--- src/rtl/sigmoid_share_arbiter_pkg.sv ---
// Shared constants, sigmoid LUT and stage-A record for the shared sigmoid datapath.
package sig_share_pkg;

  localparam int Z_W      = 8;
  localparam int A_W      = 8;
  localparam int FRAC_W   = 4;
  // Widest requester tag supported (N_REQ up to 8); the top narrows it to ID_W.
  localparam int MAX_ID_W = 3;

  // round(64 * sigmoid(k - 8)) for k = 0..16; entry 16 is the upper end of the last segment.
  localparam logic [A_W-1:0] SIG_T [0:16] = '{
    8'd0,  8'd0,  8'd0,  8'd0,  8'd1,  8'd3,  8'd8,  8'd17,
    8'd32, 8'd47, 8'd56, 8'd61, 8'd63, 8'd64, 8'd64, 8'd64,
    8'd64
  };

  typedef struct packed {
    logic [MAX_ID_W-1:0] id;
    logic [A_W-1:0]      base;
    logic [A_W-1:0]      next;
    logic [FRAC_W-1:0]   rem;
  } stage_a_t;

endpackage

--- src/rtl/sigmoid_lut_interp.sv ---
// Combinational segment lookup: splits a Q3.4 input into LUT segment endpoints
// and the fractional position inside the segment.
module sigmoid_lut_interp
  import sig_share_pkg::*;
(
  input  logic signed [Z_W-1:0]    z,
  output logic        [A_W-1:0]    base,
  output logic        [A_W-1:0]    next,
  output logic        [FRAC_W-1:0] rem
);

  logic [4:0] k;
  logic [4:0] k_nxt;

  // Flip the sign bit of the integer part so -8.0 maps to segment 0 and 7.x to segment 15.
  always_comb begin
    k     = {1'b0, ~z[7], z[6:4]};
    k_nxt = k + 5'd1;
    base  = SIG_T[k];
    next  = SIG_T[k_nxt];
    rem   = z[3:0];
  end

endmodule

--- src/rtl/sigmoid_share_arbiter.sv ---
// Round-robin shared sigmoid unit: grants one requester per cycle into a
// two-stage lookup/interpolate pipeline and returns id-tagged results.
module sigmoid_share_arbiter
  import sig_share_pkg::*;
#(
  parameter int N_REQ = 4,
  parameter int ID_W  = 2
) (
  input  logic                   clk,
  input  logic                   rst,
  input  logic [N_REQ-1:0]       req_valid,
  input  logic [Z_W*N_REQ-1:0]   req_z,
  output logic [N_REQ-1:0]       req_ready,
  output logic                   res_valid,
  input  logic                   res_ready,
  output logic [ID_W-1:0]        res_id,
  output logic [A_W-1:0]         res_a,
  output logic                   busy
);

  // First valid requester after the last grant, wrapping modulo N_REQ.
  function automatic logic [N_REQ-1:0] rr_pick(input logic [N_REQ-1:0] v,
                                               input logic [ID_W-1:0]  last);
    logic [N_REQ-1:0] g;
    logic             found;
    logic [ID_W-1:0]  idx;
    g     = '0;
    found = 1'b0;
    for (int o = 1; o <= N_REQ; o++) begin
      idx = ID_W'((int'(last) + o) % N_REQ);
      if (!found && v[idx]) begin
        g[idx] = 1'b1;
        found  = 1'b1;
      end
    end
    return g;
  endfunction

  // Linear interpolation inside one 16-step segment; result lies in [base, next].
  function automatic logic [A_W-1:0] interp(input stage_a_t s);
    logic signed [8:0]  d;
    logic signed [13:0] d14;
    logic signed [13:0] r14;
    logic signed [13:0] p;
    logic signed [8:0]  a9;
    d   = $signed({1'b0, s.next}) - $signed({1'b0, s.base});
    d14 = 14'(d);
    r14 = 14'({1'b0, s.rem});
    p   = d14 * r14;
    a9  = $signed({1'b0, s.base}) + 9'(p >>> 4);
    return A_W'(a9);
  endfunction

  logic                  s1_valid_q, s1_valid_d;
  stage_a_t              st_a_p1_q, st_a_p1_d;
  logic                  res_valid_q, res_valid_d;
  logic [ID_W-1:0]       res_id_q, res_id_d;
  logic [A_W-1:0]        res_a_q, res_a_d;
  logic [ID_W-1:0]       last_q, last_d;

  logic                  rb_load;
  logic                  can_grant;
  logic [N_REQ-1:0]      grant;
  logic [ID_W-1:0]       gid;
  logic signed [Z_W-1:0] z_sel;
  logic [A_W-1:0]        lut_base;
  logic [A_W-1:0]        lut_next;
  logic [FRAC_W-1:0]     lut_rem;

  sigmoid_lut_interp u_lut (
    .z    (z_sel),
    .base (lut_base),
    .next (lut_next),
    .rem  (lut_rem)
  );

  // Grant decision and index encode; nothing is granted while reset is held.
  always_comb begin
    rb_load   = !res_valid_q || res_ready;
    can_grant = !s1_valid_q || rb_load;
    grant     = (can_grant && !rst) ? rr_pick(req_valid, last_q) : '0;
    gid       = '0;
    for (int i = 0; i < N_REQ; i++) begin
      if (grant[i]) gid = ID_W'(i);
    end
    z_sel     = $signed(req_z[int'(gid)*Z_W +: Z_W]);
  end

  // Next-state for pointer and both pipeline stages.
  always_comb begin
    last_d      = last_q;
    s1_valid_d  = s1_valid_q;
    st_a_p1_d   = st_a_p1_q;
    res_valid_d = res_valid_q;
    res_id_d    = res_id_q;
    res_a_d     = res_a_q;
    // stage A: lookup of the granted operand
    if (|grant) begin
      last_d         = gid;
      s1_valid_d     = 1'b1;
      st_a_p1_d.id   = MAX_ID_W'(gid);
      st_a_p1_d.base = lut_base;
      st_a_p1_d.next = lut_next;
      st_a_p1_d.rem  = lut_rem;
    end else if (rb_load) begin
      s1_valid_d = 1'b0;
    end
    // stage B: interpolation into the result register
    if (rb_load) begin
      res_valid_d = s1_valid_q;
      if (s1_valid_q) begin
        res_id_d = ID_W'(st_a_p1_q.id);
        res_a_d  = interp(st_a_p1_q);
      end
    end
  end

  // Control and visible result registers, cleared asynchronously.
  always_ff @(posedge clk or posedge rst) begin
    if (rst) begin
      last_q      <= ID_W'(N_REQ - 1);
      s1_valid_q  <= 1'b0;
      res_valid_q <= 1'b0;
      res_id_q    <= '0;
      res_a_q     <= '0;
    end else begin
      last_q      <= last_d;
      s1_valid_q  <= s1_valid_d;
      res_valid_q <= res_valid_d;
      res_id_q    <= res_id_d;
      res_a_q     <= res_a_d;
    end
  end

  // Stage-A payload; only read while s1_valid_q is set, so it needs no reset.
  always_ff @(posedge clk) begin
    st_a_p1_q <= st_a_p1_d;
  end

  assign req_ready = grant;
  assign res_valid = res_valid_q;
  assign res_id    = res_id_q;
  assign res_a     = res_a_q;
  assign busy      = s1_valid_q | res_valid_q;

endmodule

--- config.mk ---
export PLATFORM = sky130hd
export DESIGN_NAME = sigmoid_share_arbiter
export DESIGN_NICKNAME = d
export VERILOG_FILES = /design/src/rtl/sigmoid_share_arbiter_pkg.sv /design/src/rtl/sigmoid_lut_interp.sv /design/src/rtl/sigmoid_share_arbiter.sv
export SDC_FILE = /design/constraint.sdc
export NUM_CORES = 1
export LEC_CHECK = 0
export BUFFER_PORTS_ARGS = -buffer_cell sky130_fd_sc_hd__buf_4
export CAP_MARGIN = 20
export CORE_UTILIZATION = 60
export DETAILED_ROUTE_END_ITERATION = 12
export GPL_ROUTABILITY_DRIVEN = 0
export PLACE_DENSITY = 0.83
export SLEW_MARGIN = 20
export SYNTH_ARGS = -nofsm -noshare
export SYNTH_HDL_FRONTEND = slang
export SYNTH_HIERARCHICAL = 1
export SYNTH_SLANG_ARGS = --single-unit
--- constraint.sdc ---
create_clock -name clk -period 7.58 [get_ports clk]
set_input_delay 1.137 -clock clk [delete_from_list [all_inputs] [get_ports clk]]
set_output_delay 1.137 -clock clk [all_outputs]
set_load 0.005 [all_outputs]
# Word-level counts from Yosys, hierarchy flattened
# Memory sizes are Yosys's and may differ from the RTL's. A register that Yosys moved wholly into a read port is not among the register bits.
# Cells that the tools add are included.
[totals] out_inout_bits=16 word_cells=81 inputBits=39 latchBits=0 romBits=512 n_memories=2 reg_bits=20 ramBits=0
[classes] n_mul=1 order_cmp=8 n_shift=1 bitwise_logic=7 div_mod_pow=0 eq_ne=0 n_reduce_logical=19 n_addsub=7 mux=29
[mem_list] memory="(no name shown)" words=32 word_bits=8 read_ports=1 rd_ports_with_merged_regs=1 write_ports=0 line_no="sigmoid_lut_interp.sv:19" source="base = SIG_T[k];"
[mem_list] memory="(no name shown)" words=32 word_bits=8 read_ports=1 rd_ports_with_merged_regs=1 write_ports=0 line_no="sigmoid_lut_interp.sv:20" source="next = SIG_T[k_nxt];"
[ops] operator="32-bit by 6-bit variable part select with 8-bit output" n=1
[ops] operator="4-bit two-way mux" n=5
[ops] operator="1-bit two-way mux" n=14
[ops] operator="2-bit by 3-bit less-than comparator with 1-bit output, second input constant" n=4
[ops] operator="9-bit by 5-bit multiplier with 12-bit output" n=1
[ops] operator="4-bit OR" n=3
[ops] operator="8-bit by 8-bit subtractor with 9-bit output" n=1
[ops] operator="8-bit adder" n=1
[ops] operator="1-bit binary-select mux with 2-bit select" n=4
[ops] operator="1-bit demux with 2-bit select" n=4
[ops] operator="2-bit by 1-bit greater-or-equal comparator with 1-bit output, second input constant" n=4
[ops] operator="1-bit logical AND" n=8
[ops] operator="1-bit zero test" n=6
[ops] operator="4-bit inverter with 6-bit output" n=1
[ops] operator="5-bit inverter with 6-bit output" n=1
[ops] operator="4-bit by 1-bit adder with 5-bit output, second input constant" n=1
[ops] operator="2-bit by 1-bit adder with 2-bit output, second input constant" n=2
[ops] operator="2-bit adder, second input constant" n=2
[ops] operator="2-bit two-way mux" n=2
[ops] operator="4-bit OR reduction" n=1
[ops] operator="1-bit logical OR" n=2
[ops] operator="2-bit AND reduction" n=1
[ops] operator="2-bit nonzero test" n=1
[ops] operator="1-bit inverter" n=1
[ops] operator="1-bit OR" n=1

# Logic depth before layout (Yosys ltp)
[logic_depth] ltp_word=21 mapped_depth=27 depth_no_buf=27

# Cells and area by module
# Netlist, hierarchy kept.
[by_module_without_submodules] module="sigmoid_share_arbiter" cells_per_inst=370 instances=1 seq_area_each_um2=1013.5 area_per_inst_um2=3607.2
[by_module_without_submodules] module="sigmoid_lut_interp" cells_per_inst=66 instances=1 seq_area_each_um2=0.0 area_per_inst_um2=476.7

# Worst setup path before layout
# Ideal clock, no wire load.
[synth_path] kind="register -> register" start="reg, netlist name st_a_p1_q[13]" end="reg res_a_q[7] (netlist: res_a[7])" synth_period_minus_slack_ns=5.396 setup_ns=0.131 setup_slack_ns=2.184 t_required_ns=7.449 n_path_buf=0 path_stages_with_launch=27 t_arrival_ns=5.265 cell_sequence="edfxtp_1 > inv_1 > ha_1 > nor2b_1 > o21ai_0 > a21boi_0 > o21ai_0 > nor2b_1 > xnor2_1 > and2_1 > ha_1 > fa_1 > inv_1 > fa_1 > inv_1 > ha_1 > nor3_1 > o211ai_1 > a41oi_1 > xnor2_1 > ha_1 > or2_2 > a21oi_1 > a31oi_1 > xnor2_1 > xnor2_1 > o21ai_1"
[synth_via] elab_chain_len=3
[synth_rtl] item="8-bit by 8-bit subtractor with 9-bit output" line_no="sigmoid_share_arbiter.sv:46" source="d = $signed({1'b0, s.next}) - $signed({1'b0, s.base});"
[synth_rtl] item="9-bit by 5-bit multiplier with 12-bit output" line_no="sigmoid_share_arbiter.sv:49" source="p = d14 * r14;"
[synth_rtl] item="8-bit adder *" line_no="sigmoid_share_arbiter.sv:50" source="a9 = $signed({1'b0, s.base}) + 9'(p >>> 4);"
[synth_rtl] item="to (signal assigned)" line_no="sigmoid_share_arbiter.sv:131" source="res_a_q <= res_a_d;"
[synth_rtl] item="to (decl)" line_no="sigmoid_share_arbiter.sv:58" source="logic [A_W-1:0] res_a_q, res_a_d;"
# Mark *: on every way between the ends. The rest lies on a longest branch, timed or not.
# A chain may end at the register's enable or synchronous reset.

# Final worst setup path
[layout_path] start="reg, netlist name st_a_p1_q[13]" end="reg res_a_q[7] (netlist: res_a[7])"
[layout_via] elab_chain_len=3
[layout_rtl] item="8-bit by 8-bit subtractor with 9-bit output" line_no="sigmoid_share_arbiter.sv:46"
[layout_rtl] item="9-bit by 5-bit multiplier with 12-bit output" line_no="sigmoid_share_arbiter.sv:49"
[layout_rtl] item="8-bit adder *" line_no="sigmoid_share_arbiter.sv:50"
# Marked as above.

==> impl_metrics.ini <==
[timing]
skew_ns = 0.0156
slew_viol_final = 0
hold_viol_final = 0
rsz0062_at_grt = false
tns_ns = 0
fin_crit_sh_pct = 77.8
finalSetupViolCount = 0
worst_pin_slew_ns = 0.930
maxSlewHeadroom_pct = 37.6
max_freq_mhz = 170
period_needed_ns = 5.90
setup_slack_ns = 1.68

[placed_design]
portBuffers = 54
dpl-instance-area_sq_um = 4470
dp_hpwl_microns = 6780
place_ws_ns = 1.67

[finish]
area_growth_pct = 12.1
diodes = 0
nets = 589
finalInstanceArea_sq_um = 4580
final_util_pct = 70.9
drive_gt1_share_pct = 17.6
fill_cells = 496

[yosys]
ys_types = 56
ys_seq_area_share_pct = 24.8
synthArstFlopShare_pct = 38.9
synth-edff-count = 22
synth_flop_cell = edfxtp_1
synth_area_sq_um = 4080
syn-instance-count = 436
syn_avg_cell_area_sq_um = 9.37
synth_seq_cells = 36
synth_warnings = 6

[floorplanning]
core-area_sq_um = 6460
row_count = 29
die_width_microns = 84.5
top_level_ports = 55
dieArea_sq_um = 7140
die_h_microns = 84.5
initial_core_util_pct = 63.2

[global_route]
grt_use_met2_pct = 44.3
grt_first_pass_wirelength_microns = 14100
grt_util_all_layers_pct = 25.0
grt.met3_usage_pct = 3.54
grt-busiest-layer = met2
antenna_found_initial = 0
overflow = 0
grt_pass1_vias = 3214
globalRouteMet1Util_pct = 30.3
grt_start_max_net_pins = 24

[flow_run]
max_cap_viol_count = 0

[routing]
wl_per_cell_microns = 14.6
via_count = 3095
firstDrtPassIters = 8
final_antenna_net_count = 0
drc = 2
drtIter0Drc = 112
viasPerCell = 5.54
drt_wl_total_microns = 8170

[worst_setup_path]
cp_data_arrival_time_ns = 6.08
ff2ff_path_depth = 26
reg2reg_slack_ns = 1.68
r2r_end = res_a[7]
r2r-start = st_a_p1_q[13]
required_ns = 7.76
endpoint_kind = flop
crit_type = flop to flop
cp-start-kind = flop
worst-path-max-fanout = 4

[cts]
h-tree-depth = 2
clock-sinks = 36
cts_setup_buffers = 0
clk_pin_slew_ns = 0.08
cts_root_buf = clkbuf_8
cts_tree = done
insertion_delay_ns = 0.30
numCtsBuffers = 5
hold_buffers = 0
ctsResizeCount = 0
cts_max_path_buffers = 2

[worst_hold_path]
holdCritPathClass = flop to flop
min_path_cells = 1
min-delay-start = st_a_p1_q[20]
hold_end = res_id[0]

[status]
violations = DRC
status = finished, violations left
[critical path, stage by stage (launching register included)]
cell and delay, ns:
edfxtp_1 0.47, inv_1 0.11, ha_1 0.22, nor2b_1 0.12, o21ai_0 0.18, a21boi_0 0.15
o21ai_0 0.23, nor2b_1 0.19, xnor2_1 0.11, and2_1 0.18, ha_1 0.32, fa_1 0.55
inv_1 0.06, fa_1 0.53, inv_1 0.04, ha_1 0.21, nor3_1 0.20, o211ai_1 0.18
a41oi_1 0.34, xnor2_1 0.17, ha_1 0.28, or2_2 0.31, a21oi_1 0.19, a31oi_1 0.07
xnor2_1 0.20, xnor2_1 0.13, o21ai_1 0.07
[logic make-up after synthesis]
kind of cell	share of synthesized area, %
compound gates	10.9
buf+inv	8.18
other cells	0.0918
simple gates	18.1
mux	8.52
xor+xnor	5.15
flops	24.8
fa+ha+maj	24.3
[worst max path at each step]
stage                        startpoint        to  slack [ns]
final                     st_a_p1_q[13]  res_a[7]        1.68
after global routing      st_a_p1_q[13]  res_a[7]        1.27
after CTS                 st_a_p1_q[13]  res_a[7]        1.68
after detailed placement  st_a_p1_q[13]  res_a[7]        1.67
after global placement    st_a_p1_q[13]  res_a[7]        1.96
after floorplan           st_a_p1_q[13]  res_a[7]        2.18
[through the flow]
step | hold WS, ns | instances
6_report | 0.485 | 559
5_1_grt | 0.506 | 559
4_1_cts | 0.491 | 559
3_5_place_dp | 0.470 | 551
3_3_place_gp | 0.468 | 551
2_1_floorplan | 0.455 | 437
[Yosys cell counts, drive strengths merged, types with 3 or more instances]
library cell,n,share of area [%]
inv,56,5.1
ha,52,16
nand2,38,3.7
and2,22,3.4
edfxtp,22,16
o21ai,21,2.6
nor2,20,1.8
xnor2,18,3.9
fa,17,8.3
a21oi,14,1.7
nand2b,14,2.1
buf,13,2.6
dfrtp,12,7.4
mux2,12,3.3
mux2i,10,2.5
nor2b,9,1.6
nor3,8,0.98
or2,7,1.1
xor2,6,1.3
a31oi,5,1.1
clkbuf,5,0.46
mux4,5,2.8
nand3,5,0.61
a21o,4,0.74
a221o,4,0.98
o21a,4,0.74
nand3b,3,0.55
o21bai,3,0.55
or3b,3,0.64
[final cells by class]
type	count	area, sq um	share of cell area (%)
sequential	36	1010	22.1
inverter	56	210	4.59
timing repair buffer	55	413	9.02
tap	77	96.3	2.10
multi-input combinational	327	2740	59.9
clock buffer	6	93.8	2.05
clock inverter	2	11.3	0.246
[layout by cell type, fill, tap and decap left out, types with 3 or more instances in the layout]
cell type / Yosys / final
dfrtp_1: 12 / 12
edfxtp_1: 22 / 22
a21oi_1: 14 / 14
nor2b_1: 8 / 8
buf_4: 6 / 55
a221o_1: 4 / 4
and2_1: 21 / 21
nor2_1: 20 / 20
o21ai_0: 12 / 12
mux2_2: 4 / 4
or2_2: 6 / 6
fa_1: 17 / 17
mux2i_1: 10 / 10
nor3_1: 8 / 8
o21bai_1: 3 / 3
o21ai_1: 9 / 9
a21o_1: 4 / 4
mux4_2: 5 / 5
mux2_1: 8 / 8
inv_1: 56 / 56
nand2_1: 37 / 37
clkbuf_8: 0 / 5
nand3b_1: 3 / 3
ha_1: 52 / 52
a31oi_1: 4 / 4
nand3_1: 5 / 5
o21a_1: 4 / 4
xnor2_1: 18 / 18
nand2b_1: 14 / 14
xor2_1: 6 / 6
[routing by layer]
| layer | share of wire (%) | vias up |
|---|---|---|
| li1 | - | 1553 |
| met1 | 43 | 1452 |
| met2 | 51 | 68 |
| met3 | 3.3 | 22 |
| met4 | 3.5 | 0 |
| met5 | 0 | - |
[sequential cells by signal (all words and copies together) (netlist names)]
signal and count:
last_q 2, st_a_p1_q 22, res_id 2, res_a 8
res_valid 1, s1_valid_q 1
Power is left out: the tool's default activity adds up to more than one toggle a clock period on the data nets, which glitch-free logic cannot reach.
